--- config.mk ---
export PLATFORM = sky130hd
export DESIGN_NAME = mem_copy_engine
export DESIGN_NICKNAME = d
export VERILOG_FILES = /design/src/rtl/mem_pkg.sv /design/src/rtl/mem_copy_engine.sv
export SDC_FILE = /design/constraint.sdc
export NUM_CORES = 1
export LEC_CHECK = 0
export ABC_AREA = 0
export BUFFER_PORTS_ARGS = -buffer_cell sky130_fd_sc_hd__buf_2
export CAP_MARGIN = 20
export CORE_ASPECT_RATIO = 0.75
export CORE_MARGIN = 2
export CORE_UTILIZATION = 54
export DETAILED_ROUTE_END_ITERATION = 8
export PLACE_DENSITY = 0.81
export SKIP_LAST_GASP = 1
export SYNTH_ARGS = -nofsm -noshare
export SYNTH_HDL_FRONTEND = slang
export SYNTH_SLANG_ARGS = --single-unit
--- constraint.sdc ---
create_clock -name clk -period 3.25 [get_ports clk]
set_clock_uncertainty 0.15 [all_clocks]
set_input_delay 0.65 -clock clk [delete_from_list [all_inputs] [get_ports clk]]
set_output_delay 0.65 -clock clk [all_outputs]
set_load 0.02 [all_outputs]
--- src/rtl/mem_pkg.sv ---
// Shared definitions for the block-transfer engine and its memory port.
package mem_pkg;

  localparam int ADDR_W = 19;
  localparam int DATA_W = 19;

  typedef enum logic [1:0] {
    IDLE = 2'd0,
    RD   = 2'd1,
    WR   = 2'd2,
    DONE = 2'd3
  } state_e;

  localparam logic MODE_COPY = 1'b0;
  localparam logic MODE_FILL = 1'b1;

endpackage

--- src/rtl/mem_copy_engine.sv ---
// Block-transfer initiator: copies or fills `length` words over a single
// memory port, one word per RD/WR pair (copy) or per WR (fill).
module mem_copy_engine #(
  parameter int ADDR_W = mem_pkg::ADDR_W,
  parameter int DATA_W = mem_pkg::DATA_W
) (
  input  logic              clk,
  input  logic              rst,
  input  logic              start,
  input  logic              mode,
  input  logic [ADDR_W-1:0] src_addr,
  input  logic [ADDR_W-1:0] dst_addr,
  input  logic [ADDR_W-1:0] length,
  input  logic [DATA_W-1:0] fill_value,
  output logic              busy,
  output logic              done,
  output logic [ADDR_W-1:0] mem_address,
  output logic [DATA_W-1:0] mem_write_data,
  output logic              mem_write,
  input  logic [DATA_W-1:0] mem_read_data
);
  import mem_pkg::*;

  state_e            state_q, state_d;
  logic [ADDR_W-1:0] src_q,   src_d;
  logic [ADDR_W-1:0] dst_q,   dst_d;
  logic [ADDR_W-1:0] rem_q,   rem_d;
  logic              mode_q,  mode_d;
  logic [DATA_W-1:0] fill_q,  fill_d;
  logic [DATA_W-1:0] data_q,  data_d;

  // Next-state logic: command load on accept, pointer/count update per write.
  always_comb begin
    // NOTE: every signal gets a default first so no path leaves it unassigned,
    // which would otherwise infer a latch.
    state_d = state_q;
    src_d   = src_q;
    dst_d   = dst_q;
    rem_d   = rem_q;
    mode_d  = mode_q;
    fill_d  = fill_q;
    data_d  = data_q;

    unique case (state_q)
      IDLE, DONE: begin
        state_d = IDLE;
        if (start) begin
          src_d  = src_addr;
          dst_d  = dst_addr;
          rem_d  = length;
          mode_d = mode;
          fill_d = fill_value;
          if (length == '0)          state_d = DONE;
          else if (mode == MODE_FILL) state_d = WR;
          else                        state_d = RD;
        end
      end
      RD: begin
        data_d  = mem_read_data;
        state_d = WR;
      end
      WR: begin
        src_d = src_q + ADDR_W'(1);
        dst_d = dst_q + ADDR_W'(1);
        rem_d = rem_q - ADDR_W'(1);
        if (rem_q > ADDR_W'(1)) state_d = (mode_q == MODE_FILL) ? WR : RD;
        else                    state_d = DONE;
      end
      default: state_d = IDLE;
    endcase
  end

  // State and command registers; synchronous reset drops any transfer.
  always_ff @(posedge clk) begin
    // NOTE: sequential state uses non-blocking assignments so every flop
    // samples the pre-edge values regardless of statement order.
    if (rst) begin
      state_q <= IDLE;
      src_q   <= '0;
      dst_q   <= '0;
      rem_q   <= '0;
      mode_q  <= MODE_COPY;
      fill_q  <= '0;
      data_q  <= '0;
    end else begin
      state_q <= state_d;
      src_q   <= src_d;
      dst_q   <= dst_d;
      rem_q   <= rem_d;
      mode_q  <= mode_d;
      fill_q  <= fill_d;
      data_q  <= data_d;
    end
  end

  // Output decode from registered state only; bus is parked at zero when idle.
  always_comb begin
    busy           = 1'b0;
    done           = 1'b0;
    mem_address    = '0;
    mem_write_data = '0;
    mem_write      = 1'b0;
    unique case (state_q)
      RD: begin
        busy        = 1'b1;
        mem_address = src_q;
      end
      WR: begin
        busy           = 1'b1;
        mem_address    = dst_q;
        mem_write_data = (mode_q == MODE_FILL) ? fill_q : data_q;
        mem_write      = 1'b1;
      end
      DONE:    done = 1'b1;
      default: ;
    endcase
  end

endmodule

==> flow_metrics.tcl, run 1 <==
set metrics [dict create \
    ctsHoldBuffers 0 \
    cts_root_buf "clkbuf_16" \
    clock_sinks 98 \
    ys_types 58 \
    critical_path_class "reg2out" \
    worstPathRequired_ns 2.45 \
    async_flop_share_pct 0 \
    first_global_vias 5705 \
    port_buffers 139 \
    holdWs_ns 0.306 \
    cts_buffers 9 \
    cp-startpoint "state_q[0]" \
    critical_path.endpoint_type "output port" \
    synth_ff_type "dfxtp_1" \
    routed_wl_um 16700 \
    antenna_found_initial 1 \
    final_common_cell "buf_2" \
    drtIter0Drc 695 \
    cp-start-kind "register" \
    syn_inst 731 \
    yosysWarnings 0 \
    grt_max_degree 80 \
    grt_pass1_wl_um 27100 \
    core-area_um2 10200 \
    hp-start "fill_q[14]" \
    p_leak_uw 0.00266 \
    slew_violations 0 \
    drive_above_1_share_pct 22.4 \
    first_pass_iters 6 \
    cp_max_fo 79 \
    avgSynthCellArea_um2 7.66 \
    hold_viol 0 \
    clock.fmax_mhz 358 \
    r2r_start "state_q[0]" \
    rsz0062_at_grt "false" \
    holdPathStages 2 \
    worst_pin_slew_ns 1.03 \
    multi_input_area_um2 3370 \
    synth_area_um2 5600 \
    grt_overflow_total 0 \
    clk_latency_ns 0.35 \
    power.density_nw_per_um2 457 \
    tns_ns 0 \
    track_usage_pct 30.1 \
    avgRoutedWirePerCell_um 17.0 \
    ys_seq_area_share_pct 35.0 \
    run_status "complete, no violations" \
    die_width_um 122 \
    cts.clk_slew.worst_paths_ns 0.07 \
    dp.final_hpwl_um 11800 \
    post-place-cells 969 \
    die_y_um 92.2 \
    fill_cells 900 \
    start_util_pct 54.9 \
    cts_setup_buffers 0 \
    ys_ff_latch 98 \
    utilization_pct 65.6 \
    final_cell_mix "139 x buf_2, 98 x dfxtp_1, 90 x nand2_1, 82 x nor2_1, 71 x a21oi_1" \
    num_vias 6125 \
    setup-violations-final 0 \
    r2r.worst_path.cells 8 \
    synth_edf_count 0 \
    placementRows 32 \
    final_cells 986 \
    seq_area_um2 1960 \
    cts_tree "done" \
    maxCapViolations 0 \
    pin_count 140 \
    hp-class "reg2reg" \
    ctsLongestPathBuffers 2 \
    cts.repair.resized 0 \
    max_slew_margin_pct 31.0 \
    fin_nets 950 \
    syn_nets 837 \
    fin_crit_ns 2.79 \
    cts_max_level 3 \
    drc_errors 0 \
    ant_nets 0 \
    vdd_drop_max_mv 0.299 \
    viasPerCell 6.21 \
    place_congestion 0.906 \
    die_area_um2 11200 \
    area_growth_syn_to_layout_pct 19.6 \
    arrival_ns 1.99 \
    fin_crit_sh_pct 85.9 \
]
==> cells in the mapped netlist, drive strengths merged (2+ instances only) <==
library cell / instances / share of area [%]
nor2: 83 / 5.6
nand2: 90 / 6.0
a2bb2oi: 3 / 0.47
buf: 15 / 1.2
and2: 3 / 0.34
nand4: 10 / 1.5
mux2i: 44 / 7.9
o21ai: 29 / 2.6
nor3: 24 / 2.2
o21a: 4 / 0.54
o2bb2ai: 3 / 0.47
or2: 3 / 0.34
inv: 13 / 0.87
a21oi: 71 / 6.3
a22oi: 13 / 1.7
o32ai: 4 / 0.63
a32oi: 2 / 0.31
and4: 2 / 0.31
and3: 6 / 0.67
nand3: 28 / 2.6
or3: 8 / 0.89
ha: 7 / 1.6
or4: 9 / 1.3
o31ai: 2 / 0.27
o311ai: 2 / 0.31
o31a: 2 / 0.31
o22ai: 9 / 1.0
o211ai: 5 / 0.67
a21o: 6 / 0.80
a31oi: 16 / 1.8
nor2b: 11 / 1.2
dfxtp: 98 / 35
nand2b: 3 / 0.34
nor4b: 3 / 0.47
a22o: 17 / 2.7
clkbuf: 42 / 2.8
nor4: 17 / 2.4
a211oi: 14 / 1.9
==> kinds of logic after synthesis <==
family | after synthesis | synth area share, %
simple gates | 302 | 26.6
fa+ha+maj | 7 | 1.56
mux | 45 | 8.06
flops | 98 | 35.0
compound gates | 209 | 23.9
buf+inv | 70 | 4.87
==> worst paths after layout <==
check	slack, ns	endpoint
max	0.46	mem_address[11]
min	0.31	fill_q[14]
max reg2reg	0.53	dst_q[9]
min reg2reg	0.31	fill_q[14]
==> sequential cells by signal, summed over array words and instances, names as in the netlist <==
signal / cells
data_q: 19
state_q: 2
fill_q: 19
rem_q: 19
src_q: 19
dst_q: 19
mode_q: 1
==> worst max-delay path, stage by stage (launching register included) <==
cell and delay [ns]:
dfxtp_1 0.33, inv_1 0.06, ha_2 0.20, buf_12 0.31, nand2b_1 0.25, o21ai_0 0.27
buf_2 0.21
==> report_power, final <==
part           leakage, µW  internal (µW)  total, µW  switching, µW
Combinational      0.00172            257        628            371
Sequential        0.000805           1290       1410            115
Clock             0.000135            532       1020            492
Total              0.00266           2080       3060            978
==> per-stage QoR <==
stage | instance area, µm² | total power [µW] | setup WS, ns
global placement | 6410 | 2020 | 0.608
global route | 6700 | 3210 | 0.360
floorplan | 5600 | 1830 | 0.550
detailed placement | 6410 | 2050 | 0.584
CTS | 6700 | 3060 | 0.467
finish | 6700 | 3060 | 0.457
==> layer usage <==
layer	vias to the layer above	global-route usage, %	part of all wire [%]
met4	0	9.29	1.8
li1	2908	-	-
met2	324	46.1	45
met1	2859	41.0	43
met3	34	8.71	10
met5	-	0	0
==> final cells by class <==
class	count	share of cell area, %
Inverter	13	0.728
Multi-Input combinational cell	563	50.3
Clock buffer	9	3.36
Clock inverter	7	0.915
Tap cell	136	2.54
Sequential cell	98	29.3
Timing Repair Buffer	159	12.8
Antenna cell	1	0.0373
Note: power is estimated with default switching activity, not from simulation.
==> run 2: changes to the inputs <==
Settings changed: ABC_AREA 0 to 1, CORE_UTILIZATION 54 to 50, PLACE_DENSITY 0.81 to 0.75.
==> run 2 against run 1 <==
  * Fmax decreased by 4.5%
  * Total power increased by 0.37%
  * Die area increased by 13%
  * Largest power group unchanged
==> flow_metrics.tcl, run 2 <==
set metrics [dict create \
    run_status "complete, no violations" \
    fin_crit_ns 2.92 \
    cp_max_fo 37 \
    power.density_nw_per_um2 443 \
    hold_viol 0 \
    viasPerCell 5.39 \
    ys_types 36 \
    hp-class "reg2reg" \
    die_y_um 98.0 \
    ys_seq_area_share_pct 33.3 \
    cts_root_buf "clkbuf_16" \
    critical_path.endpoint_type "output port" \
    wl_met1_um 8270 \
    cp_cell_sequence "inv_1 -> ha_4 -> nand2_2 -> inv_1 -> nand2_1 -> o21ai_0 -> buf_2" \
    pin_count 140 \
    die_width_um 129 \
    synth_ff_type "dfxtp_1" \
    clk_latency_ns 0.34 \
    min_delay_worst_endpoint "fill_q[7]" \
    top_layer_used "met4" \
    cts_setup_buffers 0 \
    routed-wl-met2_um 7500 \
    place_congestion 0.964 \
    synth.largest_area_cell "dfxtp_1" \
    fin_nets 1185 \
    grt_overflow_total 0 \
    area_growth_syn_to_layout_pct 17.8 \
    track_usage_pct 27.6 \
    synth_area_um2 5890 \
    first_pass_iters 7 \
    netlist_top_cells_count "238 x nor2_1, 194 x nand2_1, 114 x o21ai_0" \
    cp-start-kind "register" \
    ctsLongestPathBuffers 2 \
    yosysWarnings 0 \
    r2r.worst_path.cells 10 \
    port_buffers 139 \
    vdd_drop_max_mv 0.295 \
    die_area_um2 12700 \
    avgRoutedWirePerCell_um 14.2 \
    utilization_pct 60.2 \
    cts_max_level 3 \
    cp_common_cell "inv_1" \
    hp-start "fill_q[7]" \
    dp.final_hpwl_um 12800 \
    worst_pin_slew_ns 0.719 \
    setup-violations-final 0 \
    final_common_cell "nor2_1" \
    reg2reg_setup_slack_ns 0.73 \
    ant_nets 0 \
    cts_tree "done" \
    final_cells 1245 \
    ctsHoldBuffers 0 \
    avgSynthCellArea_um2 6.07 \
    cts_buffers 9 \
    r2r_start "state_q[0]" \
    first_global_vias 5889 \
    critical_path_class "reg2out" \
    yosysMostFrequentCell "nor2_1" \
    clock_sinks 98 \
    fin_crit_sh_pct 90.0 \
    drtIter0Drc 621 \
    slew_violations 0 \
    crit_path_top_delay_cell "ha_4" \
    num_vias 6715 \
    arrival_ns 2.12 \
    final_cell_mix "238 x nor2_1, 194 x nand2_1, 139 x buf_2, 114 x o21ai_0, 98 x dfxtp_1" \
    max_slew_margin_pct 52.0 \
    num_antenna_cells 0 \
    maxCapViolations 0 \
    grt_max_degree 67 \
    cts.clk_slew.worst_paths_ns 0.07 \
    drive_above_1_share_pct 16.3 \
    syn_nets 1077 \
    grt_pass1_wl_um 28500 \
    antenna_found_initial 0 \
    holdPathStages 2 \
    ys_ff_latch 98 \
    yosysTopAreaCellShare_pct 33.3 \
    r2r-end "dst_q[13]" \
    final_cell_area_um2 6940 \
    place_area_um2 6670 \
    synth_edf_count 0 \
    routed_wl_um 17700 \
    synthTopCellsByArea "dfxtp_1 33%, nor2_1 15%, nand2_1 12%" \
    drc_errors 0 \
    p_leak_uw 0.00305 \
    worstPathRequired_ns 2.45 \
    slowest_delay_ns 0.39 \
    rsz0062_at_grt "false" \
    async_flop_share_pct 0 \
    wl_met3_um 1620 \
    post-place-cells 1230 \
    core-area_um2 11500 \
    placementRows 34 \
    cts.repair.resized 0 \
    tns_ns 0 \
    clock.fmax_mhz 342 \
    start_util_pct 51.1 \
    cp-startpoint "state_q[0]" \
    syn_inst 971 \
]
run 2: power by group:
| group | total [µW] | internal [µW] | switching [µW] |
|---|---|---|---|
| combinational | 670 | 242 | 428 |
| clock | 987 | 518 | 469 |
| sequential | 1420 | 1310 | 105 |
| total | 3070 | 2070 | 1000 |
run 2: logic make-up (layout without fill, tap and decap cells):
logic type / count (synthesis) / in the layout / share of synthesized area, %
simple gates: 522 / 522 / 36.1
compound gates: 215 / 215 / 19.5
buf+inv: 122 / 234 / 8.52
flops: 98 / 98 / 33.3
fa+ha+maj: 7 / 7 / 1.49
xor+xnor: 7 / 7 / 1.04
run 2: final cells by class:
class / count / area, µm²
clock buffers: 11 / 233
clock inverters: 4 / 28.8
fillers: 1145 / 4590
inverters: 70 / 263
multi-input cells: 751 / 3440
flip-flops and latches: 98 / 1960
well taps: 162 / 203
repair buffers: 149 / 808
run 2: worst max-delay path: cells and delay by family (launching register included):
| kind | cells | cell delay [ns] |
|---|---|---|
| AO/OA/AOI/OAI | 1 | 0.10 |
| adder cells (fa/ha/maj) | 1 | 0.39 |
| buffers and inverters | 3 | 0.62 |
| flip-flops | 1 | 0.33 |
| AND/OR/NAND/NOR | 2 | 0.34 |
run 2: layer usage:
layer  vias to the layer above  global-route usage, %
met2                       314                   42.3
met3                        27                   4.77
met5                         -                      0
met4                         0                   6.61
met1                      2997                   40.5
li1                       3377                      -
run 2: how the worst max path moves through the flow:
stage,slack (ns),end
2_1_floorplan,0.84,mem_address[10]
3_5_place_dp,0.74,mem_address[8]
6_report,0.33,mem_address[13]
3_3_place_gp,0.78,mem_address[13]
5_1_grt,0.13,mem_address[8]
4_1_cts,0.38,mem_address[8]
run 2: through the flow:
| step | setup WS [ns] | hold slack [ns] | total power (µW) |
|---|---|---|---|
| 4_1_cts | 0.375 | 0.335 | 3070 |
| 6_report | 0.325 | 0.337 | 3070 |
| 5_1_grt | 0.133 | 0.354 | 3230 |
| 3_5_place_dp | 0.745 | 0.322 | 2100 |
| 2_1_floorplan | 0.839 | 0.306 | 1880 |
| 3_3_place_gp | 0.780 | 0.311 | 2090 |
==> run 3: changes to the inputs <==
Clock period 3.25 ns to 3.7 ns, I/O delays scaled along.
==> run 3 against run 2 <==
  * Via count decreased by 2.2%
  * Sequential cell count unchanged
  * Total power decreased by 7.8%
  * Highest routed layer unchanged
==> flow_metrics.tcl, run 3 (synthesized netlist as in run 2, its figures left out) <==
set metrics [dict create \
    routed_wl_um 17400 \
    first_pass_iters 5 \
    dp.final_hpwl_um 12700 \
    wl_met3_um 1270 \
    grt_max_degree 46 \
    final_cell_mix "238 x nor2_1, 194 x nand2_1, 139 x buf_2, 114 x o21ai_0, 98 x dfxtp_1" \
    pin_count 140 \
    arrival_ns 2.09 \
    num_vias 6566 \
    r2r.worst_path.cells 9 \
    setup-violations-final 0 \
    maxCapViolations 0 \
    die_y_um 98.0 \
    clock.fmax_mhz 336 \
    place_congestion 0.995 \
    run_status "complete, no violations" \
    vdd_drop_max_mv 0.271 \
    grt_overflow_total 0 \
    cts.clk_slew.worst_paths_ns 0.07 \
    final_cell_area_um2 6970 \
    fin_ws_ns 0.721 \
    reg2reg_setup_slack_ns 1.20 \
    utilization_pct 60.5 \
    ctsHoldBuffers 0 \
    top_layer_used "met4" \
    cp-start-kind "register" \
    critical_path_class "reg2out" \
    power.density_nw_per_um2 406 \
    max_slew_margin_pct 54.2 \
    placementRows 34 \
    final_common_cell "nor2_1" \
    antenna_found_initial 0 \
    worst_pin_slew_ns 0.686 \
    port_buffers 139 \
    cp_max_fo 15 \
    fin_crit_ns 2.98 \
    p_leak_uw 0.00307 \
    cts.repair.resized 0 \
    ant_nets 0 \
    r2r_start "state_q[0]" \
    tns_ns 0 \
    hp-start "fill_q[14]" \
    cts_buffers 9 \
    avgRoutedWirePerCell_um 14.0 \
    hp-class "reg2reg" \
    routed-wl-met2_um 7560 \
    critical_path.endpoint_type "output port" \
    wl_met1_um 8400 \
    cts_tree "done" \
    place_area_um2 6650 \
    r2r-end "src_q[10]" \
    worstPathRequired_ns 2.81 \
    hold_viol 0 \
    die_width_um 129 \
    clock_sinks 98 \
    cts_max_level 3 \
    clk_latency_ns 0.34 \
    cts_root_buf "clkbuf_16" \
    area_growth_syn_to_layout_pct 18.4 \
    drive_above_1_share_pct 16.3 \
    track_usage_pct 27.7 \
    drtIter0Drc 442 \
    viasPerCell 5.27 \
    cts_setup_buffers 0 \
    core-area_um2 11500 \
    die_area_um2 12700 \
    rsz0062_at_grt "false" \
    drc_errors 0 \
    fin_nets 1185 \
    first_global_vias 5870 \
    ctsLongestPathBuffers 2 \
    fin_crit_sh_pct 80.5 \
    start_util_pct 51.1 \
    place_ws_ns 1.13 \
    slew_violations 0 \
    holdPathStages 2 \
    grt_pass1_wl_um 28500 \
    holdWs_ns 0.334 \
    min_delay_worst_endpoint "fill_q[14]" \
]
-- run 3: through the flow --
step,total power (µW),std cells
after floorplan,1650,971
after global placement,1830,1230
after detailed placement,1840,1230
after CTS,2840,1245
after global routing,2980,1245
final,2830,1246
-- run 3: per-layer routing --
| metal | up-vias | global-route usage, % |
|---|---|---|
| li1 | 3388 | - |
| met1 | 2919 | 41.7 |
| met2 | 243 | 41.5 |
| met3 | 16 | 4.82 |
| met4 | 0 | 5.43 |
| met5 | - | 0 |
-- run 3: how the worst max path moves through the flow --
stage	from	endpoint	slack [ns]	cells after the start
after global placement	state_q[0]	mem_address[7]	1.17	8
after global routing	state_q[0]	mem_address[8]	0.53	8
final	state_q[0]	mem_address[8]	0.72	8
after floorplan	state_q[0]	mem_address[10]	1.20	6
after detailed placement	state_q[0]	mem_address[8]	1.13	8
after CTS	state_q[0]	mem_address[8]	0.76	8
-- run 3: layout make-up --
type | instances | area (µm²)
flip-flops and latches | 98 | 1960
fillers | 1176 | 4560
well taps | 162 | 203
inverters | 70 | 263
repair buffers | 149 | 783
multi-input cells | 751 | 3440
clock inverters | 4 | 76.3
clock buffers | 11 | 243
diodes | 1 | 2.50
-- run 3: worst max-delay path, stage by stage (launching register included) --
cell and delay (ns):
dfxtp_1 0.35, inv_1 0.08, ha_4 0.25, inv_2 0.13, nand2_2 0.22, inv_1 0.29
nand2_1 0.07, o21ai_0 0.13, buf_2 0.23
-- run 3: report_power, final --
| part | total, µW | switching (µW) | internal (µW) | leakage (µW) |
|---|---|---|---|---|
| sequential | 1240 | 91.4 | 1150 | 0.000808 |
| clock | 1010 | 400 | 609 | 0.000152 |
| combinational | 581 | 372 | 209 | 0.00211 |
| total | 2830 | 864 | 1970 | 0.00307 |
